--- src/rtl/mux_capture_pkg.sv ---
// Shared types and constants for the mux byte capture path.
// The MUX_CAPTURE_CONTINUOUS_EN macro is consumed by mux_byte_capture.
package mux_capture_pkg;

    typedef enum logic [1:0] {
        ST_IDLE   = 2'd0,
        ST_SETTLE = 2'd1,
        ST_SAMPLE = 2'd2,
        ST_DONE   = 2'd3
    } state_t;

    localparam int DEF_WIDTH  = 8;
    localparam int DEF_SETTLE = 1;

    // Ceiling log2, never below 1 so derived vectors stay legal.
    function automatic int clog2(input int n);
        int r;
        r = 0;
        while ((1 << r) < n) begin
            r = r + 1;
        end
        if (r < 1) begin
            r = 1;
        end
        return r;
    endfunction

endpackage

--- src/rtl/mux_settle_counter.sv ---
// Loadable down-counter timing how long the mux select is held.
// Stops at zero and flags it.
module mux_settle_counter
#(
    parameter int W = 1
) (
    input  logic         CLK,
    input  logic         RST_N,
    input  logic         load,
    input  logic         en,
    input  logic [W-1:0] load_val,
    output logic         zero
);

    logic [W-1:0] cnt;

    always_ff @(posedge CLK or negedge RST_N) begin
        if (!RST_N) begin
            cnt <= '0;
        end else if (load) begin
            cnt <= load_val;
        end else if (en && (cnt != '0)) begin
            cnt <= cnt - 1'b1;
        end
    end

    assign zero = (cnt == '0);

endmodule

--- src/rtl/mux_byte_capture.sv ---
// Walks an external bit-select mux and reassembles the selected word.
// Define MUX_CAPTURE_CONTINUOUS_EN to restart capture after each handshake.
module mux_byte_capture
    import mux_capture_pkg::*;
#(
    parameter int WIDTH  = DEF_WIDTH,
    parameter int SEL_W  = clog2(WIDTH),
    parameter int SETTLE = DEF_SETTLE
) (
    input  logic             CLK,
    input  logic             RST_N,
    input  logic             START,
    output logic             EN_0,
    output logic [SEL_W-1:0] S,
    input  logic             BIT_IN,
    output logic [WIDTH-1:0] DATA_OUT,
    output logic             VALID,
    input  logic             READY,
    output logic             BUSY
);

    localparam int CNT_W = clog2(SETTLE + 1);
    localparam logic [SEL_W-1:0] S_LAST   = SEL_W'(WIDTH - 1);
    localparam logic [CNT_W-1:0] CNT_INIT = CNT_W'(SETTLE - 1);

`ifdef MUX_CAPTURE_CONTINUOUS_EN
    localparam bit CONT = 1'b1;
`else
    localparam bit CONT = 1'b0;
`endif

    state_t           state;
    logic [WIDTH-1:0] shadow;
    logic [WIDTH-1:0] merged;
    logic             last;
    logic             handshake;
    logic             restart;
    logic             cnt_load;
    logic             cnt_en;
    logic             cnt_zero;

    assign last      = (S == S_LAST);
    assign handshake = (state == ST_DONE) && VALID && READY;
    assign restart   = CONT && handshake;

    // Final bit folded in so the word lands on DATA_OUT in one step.
    always_comb begin
        merged    = shadow;
        merged[S] = BIT_IN;
    end

    assign cnt_load = ((state == ST_IDLE) && START)
                    || ((state == ST_SAMPLE) && !last)
                    || restart;
    assign cnt_en   = (state == ST_SETTLE);

    mux_settle_counter #(
        .W (CNT_W)
    ) u_settle (
        .CLK      (CLK),
        .RST_N    (RST_N),
        .load     (cnt_load),
        .en       (cnt_en),
        .load_val (CNT_INIT),
        .zero     (cnt_zero)
    );

    always_ff @(posedge CLK or negedge RST_N) begin
        if (!RST_N) begin
            state    <= ST_IDLE;
            S        <= '0;
            EN_0     <= 1'b0;
            DATA_OUT <= '0;
            VALID    <= 1'b0;
            BUSY     <= 1'b0;
            shadow   <= '0;
        end else begin
            unique case (state)
                ST_IDLE: begin
                    if (START) begin
                        state <= ST_SETTLE;
                        S     <= '0;
                        EN_0  <= 1'b1;
                        BUSY  <= 1'b1;
                    end
                end
                ST_SETTLE: begin
                    if (cnt_zero) begin
                        state <= ST_SAMPLE;
                    end
                end
                ST_SAMPLE: begin
                    shadow[S] <= BIT_IN;
                    if (!last) begin
                        S     <= S + 1'b1;
                        state <= ST_SETTLE;
                    end else begin
                        DATA_OUT <= merged;
                        VALID    <= 1'b1;
                        EN_0     <= 1'b0;
                        S        <= '0;
                        state    <= ST_DONE;
                    end
                end
                ST_DONE: begin
                    if (handshake) begin
                        VALID <= 1'b0;
                        if (restart) begin
                            state <= ST_SETTLE;
                            S     <= '0;
                            EN_0  <= 1'b1;
                        end else begin
                            state <= ST_IDLE;
                            BUSY  <= 1'b0;
                        end
                    end
                end
                default: begin
                    state <= ST_IDLE;
                end
            endcase
        end
    end

endmodule

--- config.mk ---
export PLATFORM = sky130hd
export DESIGN_NAME = mux_byte_capture
export DESIGN_NICKNAME = d
export VERILOG_FILES = /design/src/rtl/mux_capture_pkg.sv /design/src/rtl/mux_settle_counter.sv /design/src/rtl/mux_byte_capture.sv
export SDC_FILE = /design/constraint.sdc
export NUM_CORES = 1
export LEC_CHECK = 0
export ABC_AREA = 1
export BUFFER_PORTS_ARGS = -buffer_cell sky130_fd_sc_hd__clkbuf_2
export CORE_UTILIZATION = 45
export CTS_BUF_LIST = sky130_fd_sc_hd__clkbuf_8
export CTS_CLUSTER_SIZE = 24
export DETAILED_ROUTE_END_ITERATION = 12
export MAX_ROUTING_LAYER = met4
export PLACE_DENSITY_LB_ADDON = 0.2
export SLEW_MARGIN = 20
export SYNTH_ARGS = -nofsm -noshare
export SYNTH_HDL_FRONTEND = slang
export SYNTH_HIERARCHICAL = 1
export SYNTH_SLANG_ARGS = --single-unit
--- constraint.sdc ---
create_clock -name CLK -period 1.45 [get_ports CLK]
set_input_delay 0.29 -clock CLK [delete_from_list [all_inputs] [get_ports CLK]]
set_output_delay 0.29 -clock CLK [all_outputs]
set_load 0.02 [all_outputs]
Word-level counts from Yosys, hierarchy flattened:

Index checks and enable logic that the tools add are counted.

* flip-flop bits (word level): 25
* bits in latches: 0
* RAM bits: 0
* ROM bits: 0
* logic and storage cells: 59
* memories kept: 0

* $add $sub $neg: 2
* multiply operators: 0
* divide/modulo/power cells: 0
* $lt $le $gt $ge: 2
* equality and inequality tests: 8
* shift-type cells: 0
* muxes and demuxes: 20
* bitwise operators: 0
* reductions and logical operators: 19

Operators with widths (count)
* $reduce_and 3->1: 4
* $bwmux 8: 1
* $mux 2: 4
* $ne 2x2->1 const B: 4
* $pmux 2 s4: 1
* $reduce_bool 2->1: 4
* $mux 1: 7
* $logic_and 1x1->1: 6
* $mux 3: 2
* $pmux 1 s2: 3
* $pmux 3 s2: 1
* $eq 2x2->1 const B: 2
* $lt 3x4->1 const B: 1
* $reduce_and 2->1: 2
* $add 3x1->3 const B: 1
* $demux 1 s3: 1
* $eq 3x3->1 const B: 1
* $ge 3x1->1 const B: 1
* $eq 2x1->1 const B: 1
* $logic_not 2->1: 1
* $logic_not 1->1: 1
* $logic_or 1x1->1: 1
* $sub 1x1->1 const B: 1

Depth between registers and ports, before layout:

Gate-level depths: netlist of run 1.

* depth in word-level cells: 5
* gate-level depth with buffers: 7
* mapped depth without buffers: 6

Cells and area by module:

The synthesis of run 1 kept the hierarchy.

Modules (own cells, without submodules)
* mux_byte_capture: times used 1, cells each 152, area each 1223.7 um^2, sequential area each 600.6 um^2
* mux_settle_counter: times used 1, cells each 7, area each 48.8 um^2, sequential area each 25.0 um^2

Worst setup path before layout of run 1:

OpenSTA, ideal clock, no wires.

* path kind: register to register
* start: register S[0]
* end: register VALID
* arrival: 1.216 ns
* data required time: 1.323 ns
* setup slack: 0.107 ns
* cell stages (with the launch flop): 6
* buffers on the path: 1
* cell sequence: dfrtp_1 ha_1 ha_1 nand3_2 buf_4 o21ai_0

* longest elaborated chain between the ends: 3

RTL lines
* start: declaration: RTL line mux_byte_capture.sv:14 `output logic [SEL_W-1:0] S,`
* start signal: assignment: RTL line mux_byte_capture.sv:95 `S <= S + 1'b1;`
* $eq 3x3->1: RTL line mux_byte_capture.sv:42 `assign last = (S == S_LAST);`
* $ne 2x2->1 (no line)
* $reduce_and 3->1 (no line)
* end signal: assignment: RTL line mux_byte_capture.sv:74 `VALID <= 1'b0;`
* end signal: assignment: RTL line mux_byte_capture.sv:99 `VALID <= 1'b1;`
* end signal: assignment: RTL line mux_byte_capture.sv:107 `VALID <= 1'b0;`
* end: declaration: RTL line mux_byte_capture.sv:17 `output logic VALID,`

No other way between the ends.
A chain may end at the register's enable or synchronous reset.

Final worst setup path of run 1:

* start: register S[0]
* end: register DATA_OUT[7]

* longest elaborated chain between the ends: 5
* elaborated cells between the ends (all ways): 8
* those cells by class: 2 x order compare; 1 x eq/ne; 3 x mux; 2 x reduce/logical

RTL lines
* $lt 3x4->1 (not written as such) / $ge 3x1->1 (equally long branches): RTL line mux_byte_capture.sv:49 `merged[S] = BIT_IN;`
* $logic_and 1x1->1 (not written as such): RTL line mux_byte_capture.sv:49
* $mux 1 (not written as such): RTL line mux_byte_capture.sv:49
* $demux 1 s3: RTL line mux_byte_capture.sv:49
* $bwmux 8: RTL line mux_byte_capture.sv:49
* end signal: assignment: RTL line mux_byte_capture.sv:98 `DATA_OUT <= merged;`
* end: declaration: RTL line mux_byte_capture.sv:16 `output logic [WIDTH-1:0] DATA_OUT,`

Several ways; a longest one is shown, not always the timed one.

==> flow_metrics.py, run 1 <==
metrics = {
    "worst_setup_path": {
        "crit_fanout": 8,
        "crit_buf_inv": 1,
        "startpoint_type": "flop",
        "critPathKind": "reg -> reg",
        "crit_slowest_cell": "dfrtp_1",
        "worstPathCellList": "ha_1 > ha_1 > nand3_2 > inv_2 > nand3_1 > nand2_1",
        "arrival_ns": 1.46,
        "path_common_cell": "ha_1",
        "cp_slowest_stage_delay_ns": 0.39,
        "endpoint_kind": "flop",
        "crit_family": "adder cells",
        "critPathRequiredTime_ns": 1.60,
    },
    "routing": {
        "vias": 1016,
        "wl_per_cell_um": 10.8,
        "drt-total-wl_um": 2250,
        "drt-pass1-iter-count": 5,
        "drtIter0Drc": 40,
        "postRouteAntennaNets": 0,
        "vias_per_cell": 4.86,
        "drc_errors": 0,
    },
    "power": {
        "leakagePower_nw": 0.781,
        "cellPowerDensity_mw_per_mm2": 2040,
        "clkPwrFrac_pct": 14.1,
        "p_seq_share_pct": 39.2,
        "ir_worst_vdd_mv": 1.07,
        "swShare_pct": 44.0,
        "p_switching_w": 0.00128,
        "p_int_w": 0.00163,
        "combinationalPowerShare_pct": 46.7,
    },
    "placed_design": {
        "port_buffers": 18,
        "place_ws_ns": 0.159,
        "placement.cell_area_sq_mm": 0.00138,
        "dp_hpwl_um": 1730,
        "gp_congestion": 0.771,
    },
    "finish": {
        "multi_input_area_sq_um": 508,
        "diodes": 0,
        "area_growth_pct": 12.1,
        "finalInstanceArea_sq_mm": 0.00143,
        "layout_commonest_cell": "nand2_1",
        "layout_common_cells": "53 x nand2_1, 25 x dfrtp_1, 23 x nand3_1",
        "n_fill_cell": 253,
        "nets": 187,
        "drive_gt1_share_pct": 21.2,
        "seq_area_sq_um": 626,
    },
    "clock_network": {
        "cts_buffer_depth": 2,
        "root_buffer": "clkbuf_8",
        "cts_tree": "done",
        "h-tree-depth": 1,
        "numCtsBuffers": 3,
        "path_clk_slew_ns": 0.09,
        "clock_latency_ns": 0.26,
        "clock_sinks": 25,
        "cts_resized": 0,
        "ctsHoldBuffers": 0,
        "cts_setup_buffers": 0,
    },
    "synth": {
        "synth_xor_area_share_pct": 0,
        "syn_area_sq_mm": 0.00127,
        "ys.warnings.count": 6,
        "synth-seq-cells": 25,
        "synth_top_family_by_area": "simple AND/OR/NAND/NOR gates",
        "synthMuxAreaShare_pct": 0,
        "synth_compound_area_share_pct": 4.82,
        "ys_types": 20,
        "synth-simple-area-share_pct": 32.8,
        "syn_nets": 166,
        "synth-seq-area-share_pct": 49.2,
        "syn_area_per_cell_sq_um": 8.00,
        "synth_adder_area_share_pct": 1.97,
        "syn-instance-count": 159,
    },
    "floorplan": {
        "die_h_um": 55.2,
        "core-area_sq_mm": 0.00257,
        "initial_utilization_pct": 49.6,
        "ios": 19,
        "rows": 18,
        "die-area_sq_mm": 0.00304,
        "die_width_um": 55.2,
    },
    "global_routing": {
        "grt_pass1_wl_um": 3800,
        "grt.total_usage_pct": 18.1,
        "first_global_vias": 893,
        "grt_max_degree": 26,
        "grt.overflow.total": 0,
        "antenna_found_initial": 0,
    },
    "min_path": {
        "hp-class": "in -> async",
    },
    "sta": {
        "tightest_slew_ns": 0.619,
        "rsz0062_at_grt": "false",
        "clock_skew_ns": 0.00620,
        "tns_ns": 0,
        "setup_violations": 0,
        "drv_slew": 0,
        "finalCritPeriodShare_pct": 90.3,
        "finalHoldViolCount": 0,
        "fin_ws_ns": 0.141,
        "min_period_ns": 1.31,
        "max_freq_mhz": 764,
        "relSlewSlack_pct": 58.8,
    },
    "run": {
        "max-cap-violations": 0,
    },
    "status": {
        "run_status": "complete, no violations",
    },
}
worst paths after layout:
| path | from | cells past startpoint | slack [ns] | endpoint |
|---|---|---|---|---|
| max reg2reg | S[0] | 6 | 0.14 | DATA_OUT[7] |
| min reg2reg | shadow[6] | 2 | 0.48 | shadow[6] |
| min in group CLK | READY | 4 | 0.33 | state[0] |
| max in group asynchronous | RST_N | 1 | 1.02 | shadow[0] |
| min | RST_N | 1 | 0.02 | u_settle/cnt |
| max | S[0] | 6 | 0.14 | DATA_OUT[7] |
final cells by class:
class                   instances  area share (%)
clock inverters                 1           0.526
multi-input cells             105            35.6
flip-flops and latches         25            43.9
clock buffers                   3            2.89
well taps                      30            2.63
repair buffers                 22            8.42
inverters                      23            6.05
Yosys cell counts (all sizes together):
cell | n | area [sq um]
nand2 | 56 | 218
dfrtp | 25 | 626
nand3 | 24 | 125
inv | 23 | 86.3
nand4 | 7 | 43.8
o21ai | 7 | 38.8
buf | 6 | 52.6
nor2 | 3 | 18.8
o21bai | 3 | 22.5
ha | 2 | 25.0
conb | 1 | 3.75
nand3b | 1 | 7.51
nor3 | 1 | 5.00
logic make-up (layout without fill, tap and decap cells):
family / count (synthesis) / count (layout)
simple gates: 92 / 92
compound gates: 10 / 10
fa+ha+maj: 2 / 2
buf+inv: 29 / 49
other cells: 1 / 1
flops: 25 / 25
flip-flops by register name (all words and copies together) (netlist names):
signal        flops
DATA_OUT          8
shadow            8
S                 3
state             2
BUSY              1
EN_0              1
VALID             1
u_settle/cnt      1
per-layer routing:
| metal | up-vias | wire (um) | global-route usage, % |
|---|---|---|---|
| li1 | 549 | - | - |
| met5 | - | 0 | - |
| met3 | 2 | 93 | 3.28 |
| met4 | 0 | 10 | 3.75 |
| met2 | 25 | 1010 | 28.7 |
| met1 | 440 | 1140 | 24.2 |
stage by stage:
step	power [W]	utilization, %	hold WS [ns]	cells
2_1_floorplan	0.00221	-	-0.00559	159
3_3_place_gp	0.00251	53.7	0.324	205
3_5_place_dp	0.00252	53.7	0.328	205
4_1_cts	0.00294	55.6	0.0392	209
5_1_grt	0.00320	55.6	0.0611	209
6_report	0.00291	55.6	0.0205	209
power by group through the flow:
stage	Sequential [W]	Clock [W]	Combinational, W
after floorplan	0.00132	0	0.000891
after global placement	0.00115	0	0.00136
after detailed placement	0.00116	0	0.00136
after CTS	0.00114	0.000424	0.00137
after global routing	0.00118	0.000457	0.00156
final	0.00114	0.000409	0.00136
No activity file was read; power rests on OpenSTA's default activity.
==> run 2: changes to the inputs <==
--- a/config.mk
+++ b/config.mk
@@ -7,7 +7,7 @@
 export LEC_CHECK = 0
 export ABC_AREA = 1
 export BUFFER_PORTS_ARGS = -buffer_cell sky130_fd_sc_hd__clkbuf_2
-export CORE_UTILIZATION = 45
+export CORE_UTILIZATION = 40
 export CTS_BUF_LIST = sky130_fd_sc_hd__clkbuf_8
 export CTS_CLUSTER_SIZE = 24
 export DETAILED_ROUTE_END_ITERATION = 12
==> flow_metrics.py, run 2 (synthesized netlist as in run 1, its figures left out) <==
metrics = {
    "clock_network": {
        "clock_sinks": 25,
        "root_buffer": "clkbuf_8",
        "clock_latency_ns": 0.26,
        "path_clk_slew_ns": 0.09,
        "cts_tree": "done",
        "cts_setup_buffers": 0,
        "ctsHoldBuffers": 0,
        "cts_buffer_depth": 2,
        "numCtsBuffers": 3,
        "h-tree-depth": 1,
        "cts_resized": 0,
    },
    "floorplan": {
        "die-area_sq_mm": 0.00341,
        "ios": 19,
        "rows": 20,
        "core-area_sq_mm": 0.00303,
        "die_h_um": 58.4,
        "initial_utilization_pct": 42.0,
        "die_width_um": 58.4,
    },
    "finish": {
        "area_growth_pct": 13.5,
        "post-route-util_pct": 47.7,
        "layout_common_cells": "53 x nand2_1, 25 x dfrtp_1, 23 x nand3_1",
        "diodes": 0,
        "layout_commonest_cell": "nand2_1",
        "largest_registers": "DATA_OUT x8, shadow x8, S x3",
        "drive_gt1_share_pct": 21.2,
        "nets": 187,
    },
    "sta": {
        "tns_ns": 0,
        "drv_slew": 0,
        "max_freq_mhz": 767,
        "rsz0062_at_grt": "false",
        "setup_violations": 0,
        "relSlewSlack_pct": 59.6,
        "min_period_ns": 1.30,
        "finalHoldViolCount": 0,
        "clock_skew_ns": 0.00274,
        "finalCritPeriodShare_pct": 89.9,
        "tightest_slew_ns": 0.606,
        "hold_ws_ns": 0.0164,
    },
    "placed_design": {
        "dp_hpwl_um": 1860,
        "port_buffers": 18,
        "gp_congestion": 0.792,
    },
    "worst_setup_path": {
        "cp.depth": 5,
        "crit_fanout": 10,
        "startpoint_type": "flop",
        "crit_slowest_cell": "dfrtp_1",
        "cp_slowest_stage_delay_ns": 0.39,
        "arrival_ns": 1.45,
        "endpoint_kind": "flop",
        "crit_buf_inv": 1,
        "worstPathCellList": "ha_1 > ha_1 > nand3_2 > buf_4 > o21ai_0",
        "critPathKind": "reg -> reg",
        "crit_family": "adder cells",
        "path_common_cell": "ha_1",
        "rrSetupSlack_ns": 0.15,
        "critPathRequiredTime_ns": 1.60,
        "reg2reg_depth": 5,
    },
    "routing": {
        "vias_per_cell": 4.75,
        "vias": 1059,
        "drt-pass1-iter-count": 4,
        "drtIter0Drc": 41,
        "postRouteAntennaNets": 0,
        "drt-total-wl_um": 2460,
        "drc_errors": 0,
        "wl_per_cell_um": 11.0,
    },
    "global_routing": {
        "first_global_vias": 1013,
        "grt.total_usage_pct": 16.3,
        "grt_pass1_wl_um": 4130,
        "grt_max_degree": 26,
        "antenna_found_initial": 0,
        "grt.overflow.total": 0,
    },
    "power": {
        "cellPowerDensity_mw_per_mm2": 2030,
        "ir_worst_vdd_mv": 0.501,
        "leakagePower_nw": 0.781,
    },
    "run": {
        "max-cap-violations": 0,
    },
    "min_path": {
        "hp-class": "in -> async",
    },
    "status": {
        "run_status": "complete, no violations",
    },
}
run 2: cell counts in the layout (fill, tap and decap cells not counted):
No cell type changed its count.
run 2: area by class of cell:
type	count	area (sq um)
flip-flops and latches	25	626
well taps	44	55.1
fillers	303	1580
clock buffers	3	41.3
repair buffers	22	120
clock inverters	1	7.51
multi-input cells	105	508
inverters	23	86.3
run 2: metal layers:
metal  wire, um  vias up  track usage [%]
met4         22        0             6.80
met2       1130       32             27.4
met1       1190      475             19.3
li1           -      548                -
met5          0        -                -
met3        115        4             2.64
run 2: per-stage QoR:
stage | area (sq um) | setup slack [ns] | total power (W) | cells
2_1_floorplan | 1270 | 0.107 | 0.00221 | 159
3_3_place_gp | 1400 | 0.199 | 0.00251 | 219
3_5_place_dp | 1400 | 0.155 | 0.00254 | 219
4_1_cts | 1440 | 0.140 | 0.00297 | 223
5_1_grt | 1440 | 0.0521 | 0.00320 | 223
6_report | 1440 | 0.146 | 0.00294 | 223
run 2: worst paths after layout:
check / startpoint / endpoint
max in group asynchronous: RST_N / DATA_OUT[4]
worst min-delay path: RST_N / state[0]
min in group CLK: READY / state[0]
worst max-delay path: S[0] / VALID
worst min register to register: EN_0 / EN_0
worst max register to register: S[0] / VALID
run 2: report_power, final:
part           switching, W  internal (W)
logic              0.000915      0.000461
registers          0.000173      0.000973
clock network      0.000219      0.000194
